===== src/rtl/bcd_tally_pkg.sv =====
// Shared types and helpers for the BCD tally arbiter: FSM encoding, BCD digit
// limits and the round-robin pick function.
package bcd_tally_pkg;

  typedef enum logic [1:0] {
    IDLE  = 2'd0,
    GRANT = 2'd1,
    INC   = 2'd2
  } state_t;

  localparam logic [3:0] BCD_MAX  = 4'd9;
  localparam logic [3:0] BCD_ZERO = 4'd0;

  // First set request strictly after ptr, wrapping modulo nreq; ptr itself is
  // checked last so a lone requester can be granted back-to-back.
  function automatic logic [2:0] next_rr(input logic [2:0] ptr,
                                         input logic [7:0] req,
                                         input int         nreq);
    logic [2:0] pick;
    logic       found;
    int         idx;
    pick  = ptr;
    found = 1'b0;
    for (int i = 1; i <= 8; i++) begin
      idx = (int'(ptr) + i) % nreq;
      if (i <= nreq && !found && req[idx[2:0]]) begin
        pick  = idx[2:0];
        found = 1'b1;
      end
    end
    return pick;
  endfunction

endpackage


===== src/rtl/bcd_decade.sv =====
// One BCD decade of the tally: counts 0..9 on inc_in, carries out when it
// rolls from 9 back to 0.
module bcd_decade
  import bcd_tally_pkg::*;
(
  input  logic       Clock,
  input  logic       Reset,
  input  logic       clear,
  input  logic       inc_in,
  output logic [3:0] digit,
  output logic       carry_out
);

  assign carry_out = inc_in && (digit == BCD_MAX);

  // Any code at or above 9 rolls to zero, so 10..15 can never persist.
  always_ff @(posedge Clock or negedge Reset) begin
    if (!Reset) begin
      digit <= BCD_ZERO;
    end else if (clear) begin
      digit <= BCD_ZERO;
    end else if (inc_in) begin
      digit <= (digit >= BCD_MAX) ? BCD_ZERO : digit + 4'd1;
    end
  end

endmodule


===== src/rtl/bcd_tally_arbiter.sv =====
// Round-robin arbiter sharing one cascaded BCD tally among NREQ requesters.
// Define BCD_TALLY_SATURATE_EN to hold the tally at all-9s with a sticky Wrap.
module bcd_tally_arbiter
  import bcd_tally_pkg::*;
#(
  parameter int NREQ   = 4,
  parameter int DIGITS = 2
) (
  input  logic                  Clock,
  input  logic                  Reset,
  input  logic                  Clear,
  input  logic                  Enable,
  input  logic [NREQ-1:0]       Req,
  output logic [NREQ-1:0]       Ack,
  output logic [2:0]            GrantId,
  output logic                  Busy,
  output logic [4*DIGITS-1:0]   Tally,
  output logic                  Wrap
);

  state_t            state;
  logic              inc_fire;
  logic              inc0;
  logic              wrap_hit;
  logic [DIGITS:0]   carry;
  logic [NREQ-1:0]   ack_nxt;

  assign Busy     = (state != IDLE);
  assign inc_fire = (state == INC) && !Clear;
  assign ack_nxt  = NREQ'(1) << GrantId;

`ifdef BCD_TALLY_SATURATE_EN
  logic all9;

  always_comb begin
    all9 = 1'b1;
    for (int d = 0; d < DIGITS; d++) begin
      if (Tally[4*d +: 4] != BCD_MAX) all9 = 1'b0;
    end
  end

  // At all-9s the increment is swallowed; the Ack still goes out.
  assign inc0     = inc_fire && !all9;
  assign wrap_hit = inc_fire && all9;
`else
  assign inc0     = inc_fire;
  assign wrap_hit = carry[DIGITS];
`endif

  assign carry[0] = inc0;

  for (genvar g = 0; g < DIGITS; g++) begin : g_decade
    bcd_decade u_decade (
      .Clock     (Clock),
      .Reset     (Reset),
      .clear     (Clear),
      .inc_in    (carry[g]),
      .digit     (Tally[4*g +: 4]),
      .carry_out (carry[g+1])
    );
  end

  // Ack and Wrap are registered so they coincide with the updated Tally.
  always_ff @(posedge Clock or negedge Reset) begin
    if (!Reset) begin
      state   <= IDLE;
      GrantId <= 3'(NREQ - 1);
      Ack     <= '0;
      Wrap    <= 1'b0;
    end else if (Clear) begin
      state   <= IDLE;
      Ack     <= '0;
      Wrap    <= 1'b0;
    end else begin
      Ack <= (state == INC) ? ack_nxt : '0;
`ifdef BCD_TALLY_SATURATE_EN
      Wrap <= Wrap | wrap_hit;
`else
      Wrap <= wrap_hit;
`endif
      case (state)
        IDLE: begin
          if (Enable && (|Req)) begin
            state   <= GRANT;
            GrantId <= next_rr(GrantId, 8'(Req), NREQ);
          end
        end
        GRANT:   state <= INC;
        INC:     state <= IDLE;
        default: state <= IDLE;
      endcase
    end
  end

endmodule


===== config.mk =====
export PLATFORM = sky130hd
export DESIGN_NAME = bcd_tally_arbiter
export DESIGN_NICKNAME = d
export VERILOG_FILES = /design/src/rtl/bcd_tally_pkg.sv /design/src/rtl/bcd_decade.sv /design/src/rtl/bcd_tally_arbiter.sv
export SDC_FILE = /design/constraint.sdc
export NUM_CORES = 1
export LEC_CHECK = 0
export CORE_UTILIZATION = 49
export DETAILED_ROUTE_END_ITERATION = 8
export PLACE_DENSITY = 0.78
export SETUP_SLACK_MARGIN = 0.15
export SYNTH_ARGS = -nofsm -noshare
export SYNTH_HDL_FRONTEND = slang
export SYNTH_HIERARCHICAL = 1
export SYNTH_SLANG_ARGS = --single-unit

===== constraint.sdc =====
create_clock -name Clock -period 3.01 [get_ports Clock]
set_clock_uncertainty 0.05 [all_clocks]
set_input_delay 0.4515 -clock Clock [delete_from_list [all_inputs] [get_ports Clock]]
set_output_delay 0.4515 -clock Clock [all_outputs]
set_load 0.05 [all_outputs]

==> impl_metrics.ini, run 1 <==
[worst_setup_path]
critPathCapture = GrantId[1]
cp-end-kind = register
critPathMaxFanout = 10
r2r_setup_slack_ps = 650
crit_required_ps = 3180
crit_start = GrantId[0]
critical_path_class = reg2reg
cp.arrival_ps = 2520
timing.rr.end = GrantId[1]
r2r_cells = 6
timing.rr.start = GrantId[0]
start_kind = register

[clock_tree]
cts_max_level = 1
root_buffer = clkbuf_4
cts.sinks = 17
cts_buffers = 3
postCtsSetupRepairBufs = 0
clk_latency_ps = 280
cts_resized = 0
ctsHoldBuffers = 0
clockBufferDepth = 2
cts_tree = done
cts.clk_slew.worst_paths_ps = 100

[placement]
gp_congestion = 0.9771
hpwl_mm = 1.625
portBuffers = 23
post-place-ws_ps = 684.6

[cells_and_area]
area_growth_pct = 22.97
drive_gt1_frac = 0.1654
nets = 146
num_antenna_cells = 0

[sta]
whs_ps = 435.6
period_needed_ps = 2356
worstMarginPinSlew_ps = 753.0
finalCritPeriodShare = 0.7828
maxSlewViolCount = 0
hold_viol = 0
setup_ws_ps = 653.9
setup_viol = 0
finalSetupTns_ps = 0
rsz0062_at_grt = no
fmax_ghz = 0.4244
slew_headroom = 0.4964

[routing]
wirelength_mm = 2.168
drt_pass1_iterations = 4
drc = 0
num_vias = 876
ant_nets = 0
drt-initial-drc-count = 16
wl_per_cell_um = 13.99
routed_via_density = 5.652

[yosys]
netlist_top_cells_area = dfrtp_1, ha_1, dfstp_2
synth_top_area_cell = dfrtp_1
synth_seq_area_share = 0.3796
ys_top_cells_by_count = dfrtp_1, ha_1, inv_1
synth-async-reset-ratio = 1.000
synth.net_count = 121
ys_ff_latch = 17
synth-edff-count = 0
yosysTopAreaCellShare = 0.3330
yosysMostFrequentCell = dfrtp_1
synth_ff_type = dfrtp_1
ys_types = 43
mappedNetlistArea_um2 = 1127
synthCells = 103
yosys_warnings = 6
syn_avg_cell_area_um2 = 10.94

[floorplan]
start_util = 0.5146
io_pins = 25
die_area_um2 = 2497
die_w_um = 49.97
floorplan.rows = 17
core_area_um2 = 2191
die-height_um = 49.97

[global_route]
grt_pass1_vias = 868
grt_max_degree = 18
grt_use_total = 0.2025
grt.overflow.total = 0
antenna_found_initial = 0
grt_pass1_wl_mm = 3.732

[job]
drv_cap = 0

[worst_hold_path]
hold_path_class = reg2reg

[power_and_ir_drop]
ir_drop_mv = 0.5128
power_density_nw_per_um2 = 589.2
cellLeakagePower_nw = 0.6124

[status]
status = completed
==> layout make-up <==
| type | count | area (um^2) |
|---|---|---|
| Fill cell | 181 | 804.5 |
| Multi-Input combinational cell | 73 | 620.6 |
| Sequential cell | 17 | 427.9 |
| Timing Repair Buffer | 25 | 245.2 |
| Tap cell | 28 | 35.03 |
| Inverter | 8 | 30.03 |
| Clock buffer | 3 | 22.52 |
| Clock inverter | 1 | 5.005 |
==> routing by layer <==
metal	global-route usage	routed length, um
met4	0.09048	14
met3	0.03086	56
met1	0.2490	945
met2	0.3468	1152
met5	0	0
==> power breakdown <==
part / total, mW / internal (mW) / leakage, nW / switching (mW)
Combinational: 0.401 / 0.187 / 0.365 / 0.214
Clock: 0.119 / 0.0493 / 0.0177 / 0.0700
Sequential: 0.296 / 0.257 / 0.229 / 0.0398
Total: 0.817 / 0.493 / 0.612 / 0.324
==> metrics by stage <==
stage	util	instance area, um^2	instances	total power [mW]
2_1_floorplan	-	1127	103	0.6367
3_3_place_gp	0.6202	1359	151	0.6794
3_5_place_dp	0.6202	1359	151	0.6981
4_1_cts	0.6328	1386	155	0.8222
5_1_grt	0.6328	1386	155	0.8709
6_report	0.6328	1386	155	0.8168
==> state kept, by name, summed over array words and instances, names as in the netlist <==
signal	cells
Ack	4
GrantId	2
Wrap	1
g_decade.u_decade/digit	8
state	2
==> worst min-delay path by stage <==
stage / start / endpoint / slack, ps / cells after the start
3_3_place_gp: state[1] / state[1] / 400 / 1
3_5_place_dp: state[1] / state[1] / 420 / 1
2_1_floorplan: Reset / Ack[0] / 110 / 0
6_report: state[1] / state[1] / 440 / 1
4_1_cts: state[1] / state[1] / 440 / 1
5_1_grt: state[1] / state[1] / 480 / 1
==> layout by cell type (no fill, tap or decap), drive strengths merged, types with 2 or more instances in the layout <==
cell	n
o22ai	2
nor4b	2
dfstp	2
nor2	2
a41oi	2
o21ai	3
clkdlybuf4s50	23
inv	8
nor3b	2
o21a	2
and4b	2
clkbuf	3
a21o	2
mux4	2
o32ai	3
and2	4
nor3	2
buf	2
a21oi	3
dfrtp	15
nand2b	5
nand3b	3
mux2i	2
ha	10
nand2	5
==> logic make-up (layout without fill, tap and decap cells) <==
logic type,after synthesis,after routing,share of synthesized area
AO/OA/AOI/OAI,25,25,0.1754
adder cells (fa/ha/maj),10,10,0.1110
buffers and inverters,13,37,0.06992
flip-flops,17,17,0.3796
multiplexers,5,5,0.06770
other,1,1,0.003326
AND/OR/NAND/NOR,32,32,0.1931
==> critical path, stage by stage, from the launching register on <==
cell,delay [ps]
dfstp_2,660
inv_1,150
ha_1,430
mux2i_1,180
mux2_2,330
nor4b_1,150
a311o_2,350
(Power assumes the default switching activity.)
==> run 2: changes to the inputs <==
==> constraint.sdc (replaced) <==
create_clock -name Clock -period 2.29 [get_ports Clock]
set_clock_uncertainty 0.05 [all_clocks]
set_input_delay 0.3435 -clock Clock [delete_from_list [all_inputs] [get_ports Clock]]
set_output_delay 0.3435 -clock Clock [all_outputs]
set_load 0.05 [all_outputs]
==> run 2 against run 1 <==
Net effect: critical path depth shrank 4; global-route usage decreased by 0.61 points; count of clock-buffer cells in the layout is 1 higher; die area is the same; sequential power is 30% higher; cell area is 6.0% higher; worst setup slack worse by 430 ps; power up 45%; largest cell class unchanged.
==> impl_metrics.ini, run 2 (synthesized netlist as in run 1, its figures left out) <==
[sta]
maxSlewViolCount = 0
rsz0062_at_grt = no
worstMarginPinSlew_ps = 495.4
slew_headroom = 0.6687
whs_ps = 329.2
fmax_ghz = 0.4839
period_needed_ps = 2067
finalSetupTns_ps = 0
setup_ws_ps = 223.3
setup_viol = 0
finalCritPeriodShare = 0.9025
hold_viol = 0

[global_route]
grt_use_total = 0.1963
grt_pass1_wl_mm = 3.795
grt_max_degree = 18
antenna_found_initial = 0
grt.overflow.total = 0
grt_pass1_vias = 861

[routing]
ant_nets = 0
num_vias = 870
drt-initial-drc-count = 7
routed_via_density = 5.404
drc = 0
wirelength_mm = 2.117
drt_pass1_iterations = 3
wl_per_cell_um = 13.15

[job]
drv_cap = 0

[cells_and_area]
largest_reg_flops = 8
drive_gt1_frac = 0.2331
fill_cells = 176
mostFrequentLayoutCell = clkdlybuf4s50_1
nets = 152
mostFrequentLayoutCells = clkdlybuf4s50_1, dfrtp_1, ha_1
reg_top3 = g_decade.u_decade/digit (8), Ack (4)
regMostFlops = g_decade.u_decade/digit
num_antenna_cells = 0
area_growth_pct = 30.41

[status]
status = completed

[worst_setup_path]
critical_path_class = reg2out
critPathMaxFanout = 4
r2r_setup_slack_ps = 230
slowest_delay_ps = 700
cp-end-kind = output port
cp.arrival_ps = 1670
timing.rr.end = GrantId[1]
critical_path.slowest_cell = clkdlybuf4s50_1
cp.depth = 2
crit_start = state[1]
start_kind = register
r2r_cells = 6
crit_buf_inv = 1
critical-path-top-delay-family = buffers and inverters
cp_cell_sequence = or2_2 -> clkdlybuf4s50_1
critPathCapture = Busy
timing.rr.start = GrantId[1]
crit_required_ps = 1900

[placement]
gp_congestion = 0.7898
portBuffers = 23
hpwl_mm = 1.671
post-place-ws_ps = 174.3

[power_and_ir_drop]
ir_drop_mv = 0.7804
power_density_nw_per_um2 = 806.0
cellLeakagePower_nw = 0.6427

[floorplan]
io_pins = 25
die_w_um = 49.97
core_area_um2 = 2191
floorplan.rows = 17
die-height_um = 49.97
die_area_um2 = 2497
start_util = 0.5146

[clock_tree]
clockBufferDepth = 2
clk_latency_ps = 280
cts.clk_slew.worst_paths_ps = 100
cts.sinks = 17
cts_buffers = 3
cts_tree = done
root_buffer = clkbuf_4
cts_max_level = 1

[worst_hold_path]
hold_path_class = in2async
==> run 2: what timing repair did <==
item | in CTS | in global routing
gates resized for setup | 2 | 3
pin swaps | 0 | 1
gates cloned | 0 | 0
buffers inserted | 0 | 3
hold buffers | 0 | 0
setup endpoints to repair | 2 | 1
==> run 2: worst min-delay path by stage <==
stage | start | end | slack [ps] | depth (start not counted)
global route | Reset | g_decade[0].u_decade/digit[1] | 360 | 2
CTS | Reset | g_decade[0].u_decade/digit[1] | 340 | 2
floorplan | Reset | Ack[0] | -2 | 0
global placement | state[1] | state[1] | 410 | 1
detailed placement | state[1] | state[1] | 410 | 1
finish | Reset | Ack[3] | 330 | 2
==> run 2: metal layers <==
layer  wire length [um]  GRT usage  up-vias
li1                   -          -      440
met1               1003     0.2398      412
met2               1044     0.3581       16
met3                 50    0.01235        2
met4                 19    0.07143        0
met5                  0          0        -
==> run 2: layout make-up <==
| class | instances | area (um^2) | area share |
|---|---|---|---|
| Multi-Input combinational cell | 73 | 646.9 | 0.4400 |
| Timing Repair Buffer | 31 | 287.8 | 0.1957 |
| Tap cell | 28 | 35.03 | 0.02383 |
| Inverter | 8 | 38.79 | 0.02638 |
| Sequential cell | 17 | 435.4 | 0.2962 |
| Clock buffer | 4 | 26.28 | 0.01787 |
==> run 2: metrics by stage <==
stage / power [mW] / utilization / instances / instance area, um^2
floorplan: 0.8937 / - / 103 / 1159
global placement: 0.9701 / 0.6448 / 154 / 1413
detailed placement: 0.9900 / 0.6448 / 154 / 1413
CTS: 1.131 / 0.6556 / 158 / 1436
global route: 1.262 / 0.6710 / 161 / 1470
finish: 1.185 / 0.6710 / 161 / 1470
==> run 2: power breakdown <==
group	leakage [nW]	switching [mW]	internal (mW)
clock	0.0150	0.0851	0.0674
combinational	0.397	0.327	0.321
sequential	0.230	0.0361	0.348
==> run 2: worst register-to-register path, delay by kind of cell (launching register included) <==
family                     cells  cell delay (ps)
AOI/OAI and AO/OA              3              730
and+or+nand+nor                1              140
adders and majority gates      1              320
buffers and inverters          1              100
DFF                            1              650
==> run 3: changes to the inputs <==
--- a/config.mk
+++ b/config.mk
@@ -9,6 +9,7 @@
 export DETAILED_ROUTE_END_ITERATION = 8
 export PLACE_DENSITY = 0.78
 export SETUP_SLACK_MARGIN = 0.15
+export SLEW_MARGIN = 20
 export SYNTH_ARGS = -nofsm -noshare
 export SYNTH_HDL_FRONTEND = slang
 export SYNTH_HIERARCHICAL = 1
==> constraint.sdc (replaced) <==
create_clock -name Clock -period 2.29 [get_ports Clock]
set_clock_uncertainty 0.05 [all_clocks]
set_input_delay 0.3435 -clock Clock [delete_from_list [all_inputs] [get_ports Clock]]
set_output_delay 0.3435 -clock Clock [all_outputs]
set_load 0.1 [all_outputs]
==> run 3 against run 2 <==
Net effect: utilization shrank 1.3 points; register-to-register slack better by 50 ps; critical endpoint is now GrantId[1]; combinational power rose by 16%.
==> impl_metrics.ini, run 3 (synthesized netlist as in run 1, its figures left out) <==
[routing]
wirelength_mm = 2.206
wl_met2_mm = 1.127
drt_pass1_iterations = 4
drt-met1-wl_um = 988
num_vias = 916
drt-initial-drc-count = 18
routed_via_density = 5.620
highest_layer = met4
wl_per_cell_um = 13.53
drc = 0
ant_nets = 0
dr_wl_met3_um = 71

[placement]
hpwl_mm = 1.668
gp_congestion = 0.8283
placed_cells = 154
post-place-ws_ps = 244.9
place_area_um2 = 1378
portBuffers = 23

[cells_and_area]
largest_reg_flops = 8
layoutNonFillerInstCount = 163
reg_top3 = g_decade.u_decade/digit (8), Ack (4)
drive_gt1_frac = 0.3630
finish.utilization = 0.6579
nets = 154
regMostFlops = g_decade.u_decade/digit
num_antenna_cells = 0
mostFrequentLayoutCells = buf_4, dfrtp_1, ha_1
mostFrequentLayoutCell = buf_4
area_growth_pct = 27.86
final_area_um2 = 1441

[worst_setup_path]
critPathCapture = GrantId[1]
critical_path_class = reg2reg
timing.rr.end = GrantId[1]
crit_start = GrantId[0]
critPathMaxFanout = 7
start_kind = register
timing.rr.start = GrantId[0]
crit_required_ps = 2460
cp.arrival_ps = 2180
cp-end-kind = register
r2r_cells = 6
r2r_setup_slack_ps = 280

[clock_tree]
cts.clk_slew.worst_paths_ps = 100
cts_tree = done
clockBufferDepth = 2
cts.sinks = 17
cts_max_level = 1
clk_latency_ps = 280
cts_buffers = 3
root_buffer = clkbuf_4

[sta]
fmax_ghz = 0.4966
period_needed_ps = 2014
hold_viol = 0
setup_ws_ps = 276.2
finalSetupTns_ps = 0
finalCritPeriodShare = 0.8794
maxSlewViolCount = 0
rsz0062_at_grt = no
whs_ps = 322.3
setup_viol = 0

[global_route]
grt_pass1_wl_mm = 3.650
antenna_found_initial = 0
grt_pass1_vias = 821
grt_use_total = 0.1904
grt.overflow.total = 0
grt_max_degree = 18

[status]
status = completed

[floorplan]
core_area_um2 = 2191
die_w_um = 49.97
floorplan.rows = 17
die-height_um = 49.97
io_pins = 25
start_util = 0.5146
die_area_um2 = 2497

[power_and_ir_drop]
power_density_nw_per_um2 = 900.5
cellLeakagePower_nw = 0.6831
ir_drop_mv = 0.6869
total_power_mw = 1.298

[job]
drv_cap = 0

[worst_hold_path]
hold_path_class = in2async
[run 3: cell type report]
| type | count | area, um^2 |
|---|---|---|
| Clock buffer | 4 | 26.28 |
| Fill cell | 168 | 749.5 |
| Inverter | 8 | 35.03 |
| Multi-Input combinational cell | 73 | 643.1 |
| Sequential cell | 17 | 436.7 |
| Tap cell | 28 | 35.03 |
| Timing Repair Buffer | 33 | 265.3 |
[run 3: how the worst min path moves through the flow]
stage | startpoint | slack (ps) | cells after the start | endpoint
after CTS | Reset | 320 | 2 | state[1]
after detailed placement | state[1] | 420 | 1 | state[1]
after global placement | state[1] | 410 | 1 | state[1]
final | Reset | 320 | 2 | g_decade[0].u_decade/digit[0]
after global routing | Reset | 360 | 2 | g_decade[0].u_decade/digit[0]
after floorplan | Reset | -2 | 0 | Ack[0]
[run 3: what timing repair did]
| action | CTS | global route |
|---|---|---|
| setup endpoints to repair | 0 | 1 |
| hold buffers | 0 | 0 |
| setup buffers | 0 | 5 |
| resized for setup | 0 | 0 |
[run 3: power by group]
group	total, mW	switching (mW)	leakage [nW]	internal, mW
clock network	0.157	0.0897	0.0150	0.0675
logic	0.750	0.414	0.439	0.335
registers	0.391	0.0423	0.229	0.349
total	1.30	0.546	0.683	0.752
[run 3: layer usage]
| layer | vias to the layer above | global-route usage |
|---|---|---|
| met3 | 2 | 0.02160 |
| met4 | 0 | 0.08571 |
| li1 | 446 | - |
| met5 | - | 0 |
| met2 | 20 | 0.3131 |
| met1 | 448 | 0.2486 |
[run 3: worst max-delay path: stages, from the launching register on]
cell and delay [ps]:
dfstp_4 680, inv_6 50, ha_4 300, nand2b_1 140, o32ai_1 80, a22o_2 270
a311o_2 370
